**src/rtl/bitsplit_ctrl.sv**
```systemverilog
// bitsplit_ctrl: two-port arbiter and sequencer for the byte bit-splitter path.
// It accepts a byte from one of two valid/ready requesters and loads it into a
// PISO. The byte is shifted out LSB first over 8 cycles. Even-slot bits go to
// the even SIPO and odd-slot bits go to the odd SIPO. The two nibbles are then
// presented on a valid/ready output port.
//
// Ports:
//   clk, rst                        clock, synchronous active-high reset
//   req0_valid/req0_data/req0_ready requester 0 byte handshake
//   req1_valid/req1_data/req1_ready requester 1 byte handshake
//   ld                              one-cycle load strobe per byte
//   ser_even, ser_odd               serial even/odd bit during SHIFT, else 0
//   out_valid/out_ready             nibble-pair handshake
//   out_even, out_odd, out_src      {d6,d4,d2,d0}, {d7,d5,d3,d1}, source index
//   busy                            high whenever not IDLE
//
// Build option:
//   BITSPLIT_CTRL_RR_EN  round-robin arbitration (default: fixed priority, req0 wins)
module bitsplit_ctrl (
  input  logic       clk,
  input  logic       rst,
  input  logic       req0_valid,
  input  logic [7:0] req0_data,
  output logic       req0_ready,
  input  logic       req1_valid,
  input  logic [7:0] req1_data,
  output logic       req1_ready,
  output logic       ld,
  output logic       ser_even,
  output logic       ser_odd,
  output logic       out_valid,
  input  logic       out_ready,
  output logic [3:0] out_even,
  output logic [3:0] out_odd,
  output logic       out_src,
  output logic       busy
);

  typedef enum logic [1:0] {
    S_IDLE,
    S_LOAD,
    S_SHIFT,
    S_DONE
  } state_t;

  state_t     r_state;
  state_t     w_next;
  logic [7:0] r_data;
  logic [7:0] r_piso;
  logic [3:0] r_even;
  logic [3:0] r_odd;
  logic [2:0] r_cnt;
  logic       r_phase;
  logic       r_src;
  logic       w_accept;
  logic       w_gnt_sel;

  // A grant only happens in IDLE, and never while reset is asserted.
  assign w_accept = (r_state == S_IDLE) && (req0_valid || req1_valid) && !rst;

`ifdef BITSPLIT_CTRL_RR_EN
  logic r_last;

  // On contention, grant the requester not granted last.
  always_comb begin
    w_gnt_sel = !req0_valid;
    if (req0_valid && req1_valid) begin
      w_gnt_sel = !r_last;
    end
  end

  // r_last resets to 1 so that requester 0 wins the first contention.
  always_ff @(posedge clk) begin
    if (rst) begin
      r_last <= 1'b1;
    end else if (w_accept) begin
      r_last <= w_gnt_sel;
    end
  end
`else
  // Fixed priority: requester 1 is granted only when requester 0 is idle.
  assign w_gnt_sel = !req0_valid;
`endif

  always_ff @(posedge clk) begin
    if (rst) begin
      r_state <= S_IDLE;
    end else begin
      r_state <= w_next;
    end
  end

  always_ff @(posedge clk) begin
    if (rst) begin
      r_data  <= '0;
      r_piso  <= '0;
      r_even  <= '0;
      r_odd   <= '0;
      r_cnt   <= '0;
      r_phase <= 1'b0;
      r_src   <= 1'b0;
    end else begin
      case (r_state)
        S_IDLE: begin
          if (w_accept) begin
            r_data <= w_gnt_sel ? req1_data : req0_data;
            r_src  <= w_gnt_sel;
          end
        end
        S_LOAD: begin
          r_piso  <= r_data;
          r_phase <= 1'b0;
          r_cnt   <= '0;
          r_even  <= '0;
          r_odd   <= '0;
        end
        S_SHIFT: begin
          r_piso <= {1'b0, r_piso[7:1]};
          // Each SIPO shifts right with the new bit at the MSB.
          // After 4 shifts its first bit sits in bit 0.
          if (!r_phase) begin
            r_even <= {r_piso[0], r_even[3:1]};
          end else begin
            r_odd  <= {r_piso[0], r_odd[3:1]};
          end
          r_phase <= !r_phase;
          r_cnt   <= r_cnt + 3'd1;
        end
        default: ;
      endcase
    end
  end

  always_comb begin
    w_next     = r_state;
    req0_ready = 1'b0;
    req1_ready = 1'b0;
    ld         = 1'b0;
    ser_even   = 1'b0;
    ser_odd    = 1'b0;
    out_valid  = 1'b0;
    out_even   = '0;
    out_odd    = '0;
    out_src    = 1'b0;
    busy       = (r_state != S_IDLE);
    case (r_state)
      S_IDLE: begin
        if (w_accept) begin
          req0_ready = !w_gnt_sel;
          req1_ready = w_gnt_sel;
          w_next     = S_LOAD;
        end
      end
      S_LOAD: begin
        ld     = 1'b1;
        w_next = S_SHIFT;
      end
      S_SHIFT: begin
        ser_even = !r_phase && r_piso[0];
        ser_odd  = r_phase && r_piso[0];
        if (r_cnt == 3'd7) begin
          w_next = S_DONE;
        end
      end
      S_DONE: begin
        out_valid = 1'b1;
        out_even  = r_even;
        out_odd   = r_odd;
        out_src   = r_src;
        if (out_ready) begin
          w_next = S_IDLE;
        end
      end
      default: w_next = S_IDLE;
    endcase
  end

endmodule

```
**config.mk**
```make
export PLATFORM = sky130hd
export DESIGN_NAME = bitsplit_ctrl
export DESIGN_NICKNAME = d
export VERILOG_FILES = /design/src/rtl/bitsplit_ctrl.sv
export SDC_FILE = /design/constraint.sdc
export NUM_CORES = 1
export LEC_CHECK = 0
export CAP_MARGIN = 40
export CORE_MARGIN = 5
export CORE_UTILIZATION = 52
export CTS_CLUSTER_SIZE = 16
export DETAILED_ROUTE_END_ITERATION = 8
export GPL_TIMING_DRIVEN = 1
export PLACE_DENSITY = 0.84
export SLEW_MARGIN = 20
export SYNTH_ARGS = -nofsm -noshare
export SYNTH_HDL_FRONTEND = slang
export SYNTH_SLANG_ARGS = --single-unit
```
**constraint.sdc**
```tcl
create_clock -name clk -period 2.6 [get_ports clk]
set_input_delay 0.52 -clock clk [delete_from_list [all_inputs] [get_ports clk]]
set_output_delay 0.52 -clock clk [all_outputs]
set_load 0.1 [all_outputs]
```
==> flow_summary.ini <==
[run_status]
status = complete, no violations

[setup_path]
worstPathMaxFanout = 13
cpPeakStageDelay_ns = 0.36
slowest_stage = dfxtp_1
endpoint = req1_ready
regToRegStartpoint = r_state[0]$_SDFFE_PP0P_
r2r-end = r_state[1]$_SDFFE_PP0P_
crit_type = reg -> out
crit_arrival_ns = 1.86
critPathLaunch = r_state[0]$_SDFFE_PP0P_
end_kind = output pin
required_ns = 2.08
path_cells = inv_1 > ha_2 > inv_2 > nor4b_4 > buf_12
ff2ff_setup_slack_ns = 0.51
cp-start-kind = register
reg2reg_depth = 6

[clock_tree]
cts.sinks = 31
cts.clk_slew.worst_paths_ns = 0.10
cts_buffers = 5
clockBufferDepth = 2
cts-root-buf = clkbuf_4
cts_setup_buffers = 0
cts_resized = 0
cts_max_level = 2
cts_tree = yes
cts_hold_buffers = 0
insertion_delay_ns = 0.33

[placed_design]
globalplace.congestion = 0.782
hpwl_mm = 2.59
io_buffers = 36
dp.cells = 237

[detailed_routing]
drt-pass1-iter-count = 4
wl_mm = 3.43
antenna_left = 0
drc = 0
vias = 1356
vias_per_cell = 5.53
wire_per_inst_um = 14.0
drt_iter0_drc = 77

[timing]
hold_viol_final = 0
relSlewSlack_pct = 73.9
tightest_slew_ns = 0.391
fmax_mhz = 420
drv_slew = 0
rsz0062_at_grt = false
fin_worst_skew_ns = 0.00525
setup_tns_ns = 0
fin_crit_sh_pct = 91.6
setup_viol = 0
period_needed_ns = 2.38

[pwr]
ir_drop_uv = 1300
p_leak_nw = 0.801
powerDensity_nw_per_um2 = 1040

[floorplanning]
fp.dieW_um = 63.7
core_area_um2 = 2760
rows = 19
initial_core_util_pct = 54.3
die-area_um2 = 4050
ios = 37
fp.dieH_um = 63.7

[grt]
grt_pass1_vias = 1412
grtUsageTotal_pct = 19.3
grt_pass1_wl_mm = 6.31
grt_max_degree = 33
grt_remaining_overflow = 0
antenna_found_initial = 0

[yosys]
synthCells = 178
ys_seq_elements = 31
yosys_warnings = 0
synth_cell_types = 33
syn_nets = 206
avgSynthCellArea_um2 = 8.41
syn-cell-area_um2 = 1500
yosysSeqAreaShare_pct = 41.4

[layout]
drive_gt1_share_pct = 17.8
fillerInstances = 210
final_cell_mix = dfxtp_1, nor2_1, nand2_1, clkdlybuf4s50_1, buf_4
fin_cells = 245
antenna_cells = 0
syn_to_final_growth_pct = 34.5
layout_commonest_cell = dfxtp_1
finalNetCount = 241

[worst_hold_path]
hold_path.class = reg -> reg

[job]
maxCapViolations = 0
==> worst max-delay path: cells and delay by family (launching register included) <==
| kind | cells | cell delay, ns |
|---|---|---|
| AND/OR/NAND/NOR | 1 | 0.29 |
| buffers and inverters | 3 | 0.52 |
| adder cells (fa/ha/maj) | 1 | 0.35 |
| flip-flops | 1 | 0.36 |
==> worst min path at each step <==
stage | depth (start not counted) | slack, ns | from | to
after floorplan | 2 | 0.44 | r_cnt[1]$_SDFFE_PP0P_ | r_cnt[1]$_SDFFE_PP0P_
after global placement | 2 | 0.45 | r_cnt[1]$_SDFFE_PP0P_ | r_cnt[1]$_SDFFE_PP0P_
after detailed placement | 2 | 0.47 | r_piso[7]$_SDFFE_PP0P_ | r_piso[7]$_SDFFE_PP0P_
after CTS | 2 | 0.49 | r_cnt[1]$_SDFFE_PP0P_ | r_cnt[1]$_SDFFE_PP0P_
after global routing | 2 | 0.50 | r_piso[7]$_SDFFE_PP0P_ | r_piso[7]$_SDFFE_PP0P_
final | 2 | 0.48 | r_cnt[1]$_SDFFE_PP0P_ | r_cnt[1]$_SDFFE_PP0P_
==> state kept, by name, summed over array words and instances (netlist names) <==
name     cells
r_phase      1
r_state      2
r_src        1
r_even       4
r_data       8
r_cnt        3
r_odd        4
r_piso       8
==> layer usage <==
metal	share of wire [%]	global-route usage, %	vias up
li1	-	-	684
met5	0	0	-
met2	49	33.0	55
met3	8.4	7.28	8
met1	40	21.0	609
met4	2.3	8.31	0
==> through the flow <==
step | util [%] | total power [W] | setup slack [ns] | hold WS (ns) | cell area (um^2)
4_1_cts | 73.0 | 0.00209 | 0.0502 | 0.488 | 2010
5_1_grt | 73.0 | 0.00224 | 0.109 | 0.498 | 2010
2_1_floorplan | - | 0.00143 | 0.0221 | 0.443 | 1530
3_3_place_gp | 69.8 | 0.00164 | 0.475 | 0.452 | 1930
3_5_place_dp | 69.8 | 0.00169 | 0.418 | 0.471 | 1930
6_report | 73.0 | 0.00209 | 0.219 | 0.482 | 2010
==> cell type report <==
cell class              count  area [um^2]  share of cell area [%]
repair buffers             41          420                    20.9
multi-input cells         128          826                    41.0
clock inverters             2         35.0                    1.74
flip-flops and latches     31          621                    30.8
inverters                   6         22.5                    1.12
clock buffers               6         51.3                    2.55
well taps                  31         38.8                    1.93
==> cells by family after synthesis <==
kind of cell | count (synthesis) | share of synthesized area [%]
flip-flops | 31 | 41.4
adder cells (fa/ha/maj) | 7 | 5.85
AO/OA/AOI/OAI | 45 | 20.9
buffers and inverters | 19 | 5.51
multiplexers | 8 | 5.43
AND/OR/NAND/NOR | 68 | 20.9
==> synth_stat cells <==
| library cell | number | share of area (%) |
|---|---|---|
| inv_2 | 1 | 0.25 |
| nand2b_1 | 2 | 0.84 |
| o31ai_1 | 1 | 0.50 |
| and2_1 | 10 | 4.2 |
| nor2_1 | 27 | 6.8 |
| a21oi_1 | 8 | 2.7 |
| a2111o_1 | 1 | 0.75 |
| a221oi_2 | 1 | 1.0 |
| clkbuf_1 | 8 | 2.0 |
| o21bai_1 | 1 | 0.50 |
| buf_6 | 1 | 0.75 |
| nand3_1 | 3 | 1.0 |
| nand2_1 | 20 | 5.0 |
| nor2b_1 | 1 | 0.42 |
| o22ai_1 | 1 | 0.42 |
| a21boi_2 | 1 | 0.75 |
| a211oi_1 | 8 | 4.0 |
| buf_1 | 1 | 0.25 |
| buf_2 | 3 | 1.0 |
| or3_4 | 1 | 0.75 |
| or3_1 | 1 | 0.42 |
| dfxtp_1 | 31 | 41 |
| mux2_2 | 1 | 0.75 |
| o21ai_1 | 8 | 2.7 |
| a32oi_1 | 3 | 1.8 |
| nor3b_1 | 1 | 0.50 |
| nor4b_1 | 1 | 0.58 |
| and3_1 | 1 | 0.42 |
| mux2i_1 | 7 | 4.7 |
| o21ai_0 | 1 | 0.33 |
| ha_1 | 7 | 5.8 |
| a22oi_1 | 11 | 5.5 |
| inv_1 | 5 | 1.3 |
==> report_power, final <==
| group | internal, W | leakage (nW) | switching, W | total [W] |
|---|---|---|---|---|
| sequential | 0.000568 | 0.253 | 0.0000650 | 0.000633 |
| combinational | 0.000376 | 0.500 | 0.000687 | 0.00106 |
| clock | 0.000227 | 0.0482 | 0.000165 | 0.000392 |
(Power assumes the default switching activity.)
==> edit 1 (same settings) <==
Add a define of `BITSPLIT_CTRL_RR_EN`.
--- a/src/rtl/bitsplit_ctrl.sv
+++ b/src/rtl/bitsplit_ctrl.sv
@@ -16,6 +16,8 @@
 //
 // Build option:
 //   BITSPLIT_CTRL_RR_EN  round-robin arbitration (default: fixed priority, req0 wins)
+`define BITSPLIT_CTRL_RR_EN
+
 module bitsplit_ctrl (
   input  logic       clk,
   input  logic       rst,
Function: same outputs for any inputs over 10 cycles, from zero or initial values and one cycle with rst high; that may be too few to reach the edited logic, so the function may still have changed.
==> edit 1 against the original RTL <==
Wire length up 2.7%. Critical endpoint is now req0_ready. Clock power decreased by 23%. Worst setup slack improved by 110 ps. Via count grew 5.5%. Total power decreased by 19%. Non-clock buffer count did not move. Combinational power decreased by 27%. Cell count up 1.6%. Design area shrank 0.19%. Register-to-register slack better by 340 ps. Sequential cell count increased by 1. Area after synthesis is 4.3% higher. Synthesized cell count is 2.2% higher. Clock skew grew 7.0 ps.
==> edit 1: results (changes against the original RTL) <==
----------------------------------------------------
[Layout]
  FILL cells ... 216 (+2.9%)
  Number of diodes ... 0 (unchanged)
  Total Nets Final ... 245 (+1.7%)
  Largest regs ... r_data: 8 flops, r_piso: 8 flops
  Fraction of final layout cells with drive strength greater than 1 ... 15.6% (-2.2 points)

[Placed design]
  Number of cells in the design after placement ... 241 (+1.7%)
  Setup Slack @ Placement ... 350 ps (-67.6 ps)
  Area after DPL ... 1950 sq um (+1.2%)
  Weighted congestion at the end of routability-driven global placement ... 0.834 (+6.7%)
  Count of buffers from port buffering ... 36 (unchanged)
  Hpwl dp ... 2.61 mm (+1.0%)

[Outcome]
  Run status ... complete, no violations

[Yosys]
  Sequential share of the synthesized area ... 41.0% (-0.41 points)
  Fraction of post-synthesis cell area in the top cell type by area ... 41.0% (-0.41 points)
  Most common library cells after synthesis ... sky130_fd_sc_hd__dfxtp_1 (32), sky130_fd_sc_hd__nor2_1 (15), sky130_fd_sc_hd__nand2_1 (12)
  Count of unique library cells instantiated by Yosys ... 31 (-6.1%)
  Count of mapped cells out of synthesis ... 182 (+2.2%)
  Async set-reset flop share out of synthesis ... 0% (unchanged)
  Net Count, Synth ... 210 (+1.9%)
  Yosys warning count ... 0 (unchanged)
  Top post-synthesis cells by area ... sky130_fd_sc_hd__dfxtp_1 (41%), sky130_fd_sc_hd__ha_1 (5.6%), sky130_fd_sc_hd__mux2i_1 (5.1%)

[Route]
  First DRT Iteration DRCs ... 72 (-6.5%)
  Wire length per cell after detailed routing ... 14.1 um (+1.1%)
  DR vias/cell ... 5.75 (+3.8%)
  Total wirelength of the detailed-routed design ... 3.52 mm (+2.7%)

[Pwr]
  Maximum vdd ir drop ... 0.000642 V (-51%)
  Leakage power ... 0.763 nW (-4.8%)
  P_int ... 0.974 mW (-17%)

[Timing]
  Clk_skew ... 12.2 ps (+6.96 ps)
  Final TNS setup ... 0 ps (unchanged)
  Post-layout worst setup margin ... 332 ps (+114 ps)
  Relative slew slack ... 55.4% (-18 points)

[Global route]
  Initial antenna violation count ... 0 (unchanged)
  Via count of the first global-routing pass ... 1307 (-7.4%)
  Gr usage total ... 18.0% (-1.3 points)
  Pin count of the biggest net entering global routing ... 34 (+3.0%)
  Wire length of the first global-routing pass ... 5.94 mm (-5.9%)

[Setup path]
  Worst Setup SP ... req1_valid
  Critical path fanouts, max ... 10 (-3)
  Delay of the slowest critical-path stage ... 540 ps (+180 ps)
  Slowest cell on crit path ... sky130_fd_sc_hd__clkdlybuf4s50_1
  Reg-to-reg critical path startpoint ... r_state[0]
  Worst path arrival time ... 1750 ps (-110 ps)

[Hold path]
  Hold path startpoint ... r_src

[Clock tree]
  Clock root buffer master ... sky130_fd_sc_hd__clkbuf_4
  Number of H-tree levels ... 2 (unchanged)
  Longest Clk Path Bufs ... 2 (unchanged)
  Number of setup buffers added after CTS ... 0 (unchanged)
  Clk Latency, worst-skew pair ... 330 ps (about the same)

----------------------------------------------------
==> edit 1: area by class of cell <==
| class | instances | area, sq um | area share [%] |
|---|---|---|---|
| Clock buffer | 7 | 55.1 | 2.74 |
| Multi-Input combinational cell | 132 | 842 | 41.9 |
| Sequential cell | 32 | 641 | 31.9 |
| Tap cell | 31 | 38.8 | 1.93 |
| Timing Repair Buffer | 41 | 408 | 20.3 |
| Clock inverter | 1 | 7.51 | 0.373 |
| Inverter | 5 | 18.8 | 0.933 |
==> edit 1: worst paths after layout <==
| kind | endpoint | slack [ps] | depth (start not counted) |
|---|---|---|---|
| worst max-delay path | req0_ready | 330 | 4 |
| worst min-delay path | r_src | 470 | 2 |
| worst max register to register | r_phase | 850 | 5 |
| worst min register to register | r_src | 470 | 2 |
==> edit 1: routing by layer <==
layer  part of all wire (%)  track usage, %  vias up
met3                    5.7            3.97        7
met4                    1.8            8.71        0
li1                       -               -      718
met1                     47            23.6      646
met2                     46            28.0       60
met5                      0               0        -
==> edit 1: logic make-up after synthesis <==
logic type               share of synthesized area [%]
AND/OR/NAND/NOR                                   24.2
multiplexers                                      5.85
adder cells (fa/ha/maj)                           5.61
buffers and inverters                             5.37
flip-flops                                        41.0
AO/OA/AOI/OAI                                     17.9
==> edit 1: worst reg2reg max path: cells and delay by family, from the launching register on <==
kind / cells / cell delay (ps)
buffers and inverters: 1 / 110
flip-flops: 1 / 410
AND/OR/NAND/NOR: 2 / 170
adder cells (fa/ha/maj): 1 / 730
multiplexers: 1 / 280
==> edit 1: power groups by stage <==
stage	logic (mW)	clock network, mW	registers [mW]
after floorplan	0.613	0	0.618
after global placement	0.741	0	0.629
after detailed placement	0.767	0	0.635
after CTS	0.772	0.306	0.625
after global routing	0.845	0.327	0.636
final	0.773	0.300	0.626
==> edit 2 (same flow settings) <==
Made on the original files. Encoding of `state_t`: now one-hot (4 bits for 4 states).
--- a/src/rtl/bitsplit_ctrl.sv
+++ b/src/rtl/bitsplit_ctrl.sv
@@ -36,11 +36,11 @@
   output logic       busy
 );
 
-  typedef enum logic [1:0] {
-    S_IDLE,
-    S_LOAD,
-    S_SHIFT,
-    S_DONE
+  typedef enum logic [3:0] {
+    S_IDLE  = 4'b0001,
+    S_LOAD  = 4'b0010,
+    S_SHIFT = 4'b0100,
+    S_DONE  = 4'b1000
   } state_t;
 
   state_t     r_state;
Function: no difference found for any inputs over 10 cycles, from zero or initial values and one cycle with rst high; not proved beyond that.
==> edit 2 against the original RTL <==
Die area increased by 6.5%. Area after synthesis increased by 7.8%. Sequential cell count increased by 2. Worst setup slack got worse by 48 ps. Design area increased by 10%. Wire length increased by 7.7%.
Power is not compared: it rests on default switching activity, and its combinational part moved more than twofold at a synthesized area within 25%.
==> edit 2: results (changes against the original RTL) <==
----------------------------------------------------
[Setup path]
  Reg-to-reg critical path startpoint ... r_state[2]
  Critical path fanouts, max ... 20 (+7)
  Length in cells of the worst reg-to-reg path ... 3 (-3)
  Slowest cell on crit path ... sky130_fd_sc_hd__or4b_4
  Top Family by Delay on Critical Path ... simple AND/OR/NAND/NOR gates
  Worst path arrival time ... 1910 ps (+50 ps)

[Yosys]
  Xor-xnor portion of the synthesized cell area ... 0.543% (+0.54 points)
  Compound-Gate Fraction of Synth Area ... 19.8% (-1.1 points)
  Most common library cells after synthesis ... sky130_fd_sc_hd__dfxtp_1 (33), sky130_fd_sc_hd__a21oi_1 (23), sky130_fd_sc_hd__nor3_1 (14)
  Share of synthesized area spent on multiplexers ... 5.58% (+0.15 points)
  Top post-synthesis cells by area ... sky130_fd_sc_hd__dfxtp_1 (41%), sky130_fd_sc_hd__a21oi_1 (7.1%), sky130_fd_sc_hd__mux2i_1 (5.6%)
  Count of unique library cells instantiated by Yosys ... 36 (+9.1%)
  Post-synthesis adder-cell area fraction ... 1.55% (-4.3 points)

[Outcome]
  Run status ... complete, no violations

[Timing]
  Hold Slack ... 487 ps (+5.41 ps)
  Clk_skew ... 6.04 ps (+0.792 ps)

[Hold path]
  Hold path startpoint ... r_cnt[2]

[Layout]
  Clock buffers ... 7 (+1)
  FILL cells ... 209 (-0.48%)
  Clock network area share ... 3.16% (-1.1 points)
  Count of inverters other than clock inverters in the layout ... 7 (+1)
  Total Nets Final ... 230 (-4.6%)
  Count of multi-input combinational gates ... 119 (-7.0%)
  Final core utilization ... 73.9% (+0.87 points)
  Fraction of final layout cells with drive strength greater than 1 ... 23.1% (+5.3 points)
  Area of the multi-input gates ... 851 sq um (+3.0%)

[Placed design]
  Area after DPL ... 2140 sq um (+11%)
  Hpwl dp ... 2.71 mm (+4.9%)
  Setup Slack @ Placement ... 443 ps (+25.6 ps)

[Floorplanning]
  Floorplan row count ... 20 (+1)

[Global route]
  Via count of the first global-routing pass ... 1446 (+2.4%)
  Wire length of the first global-routing pass ... 6.14 mm (-2.7%)

[Route]
  Total wirelength of the detailed-routed design ... 3.69 mm (+7.7%)

----------------------------------------------------
[edit 2: cell count changes in the layout (fill, tap and decap cells not counted), moves of 11 or more]
cell / unedited run / this run
sky130_fd_sc_hd__a21oi_1: 8 / 23
sky130_fd_sc_hd__buf_12: 5 / 16
sky130_fd_sc_hd__a22oi_1: 11 / 0
sky130_fd_sc_hd__nor3_1: 0 / 14
sky130_fd_sc_hd__nand2_1: 20 / 3
sky130_fd_sc_hd__nor2_1: 27 / 2
sky130_fd_sc_hd__buf_4: 16 / 5
[edit 2: how the worst max path moves through the flow]
stage	startpoint	end	slack, ps	cells after the start
after global placement	req0_valid	req1_ready	470	3
after CTS	r_state[2]	ser_odd	110	4
after detailed placement	req0_valid	req1_ready	440	3
after floorplan	r_state[2]	req1_ready	-310	4
final	r_state[1]	ld	170	3
after global routing	r_state[3]	out_even[3]	10	4
[edit 2: metal layers]
metal  share of wire (%)  track usage, %
met5                   0               0
met1                  42            20.8
met3                 5.4            3.93
met2                  51            31.9
met4                 1.7            6.22
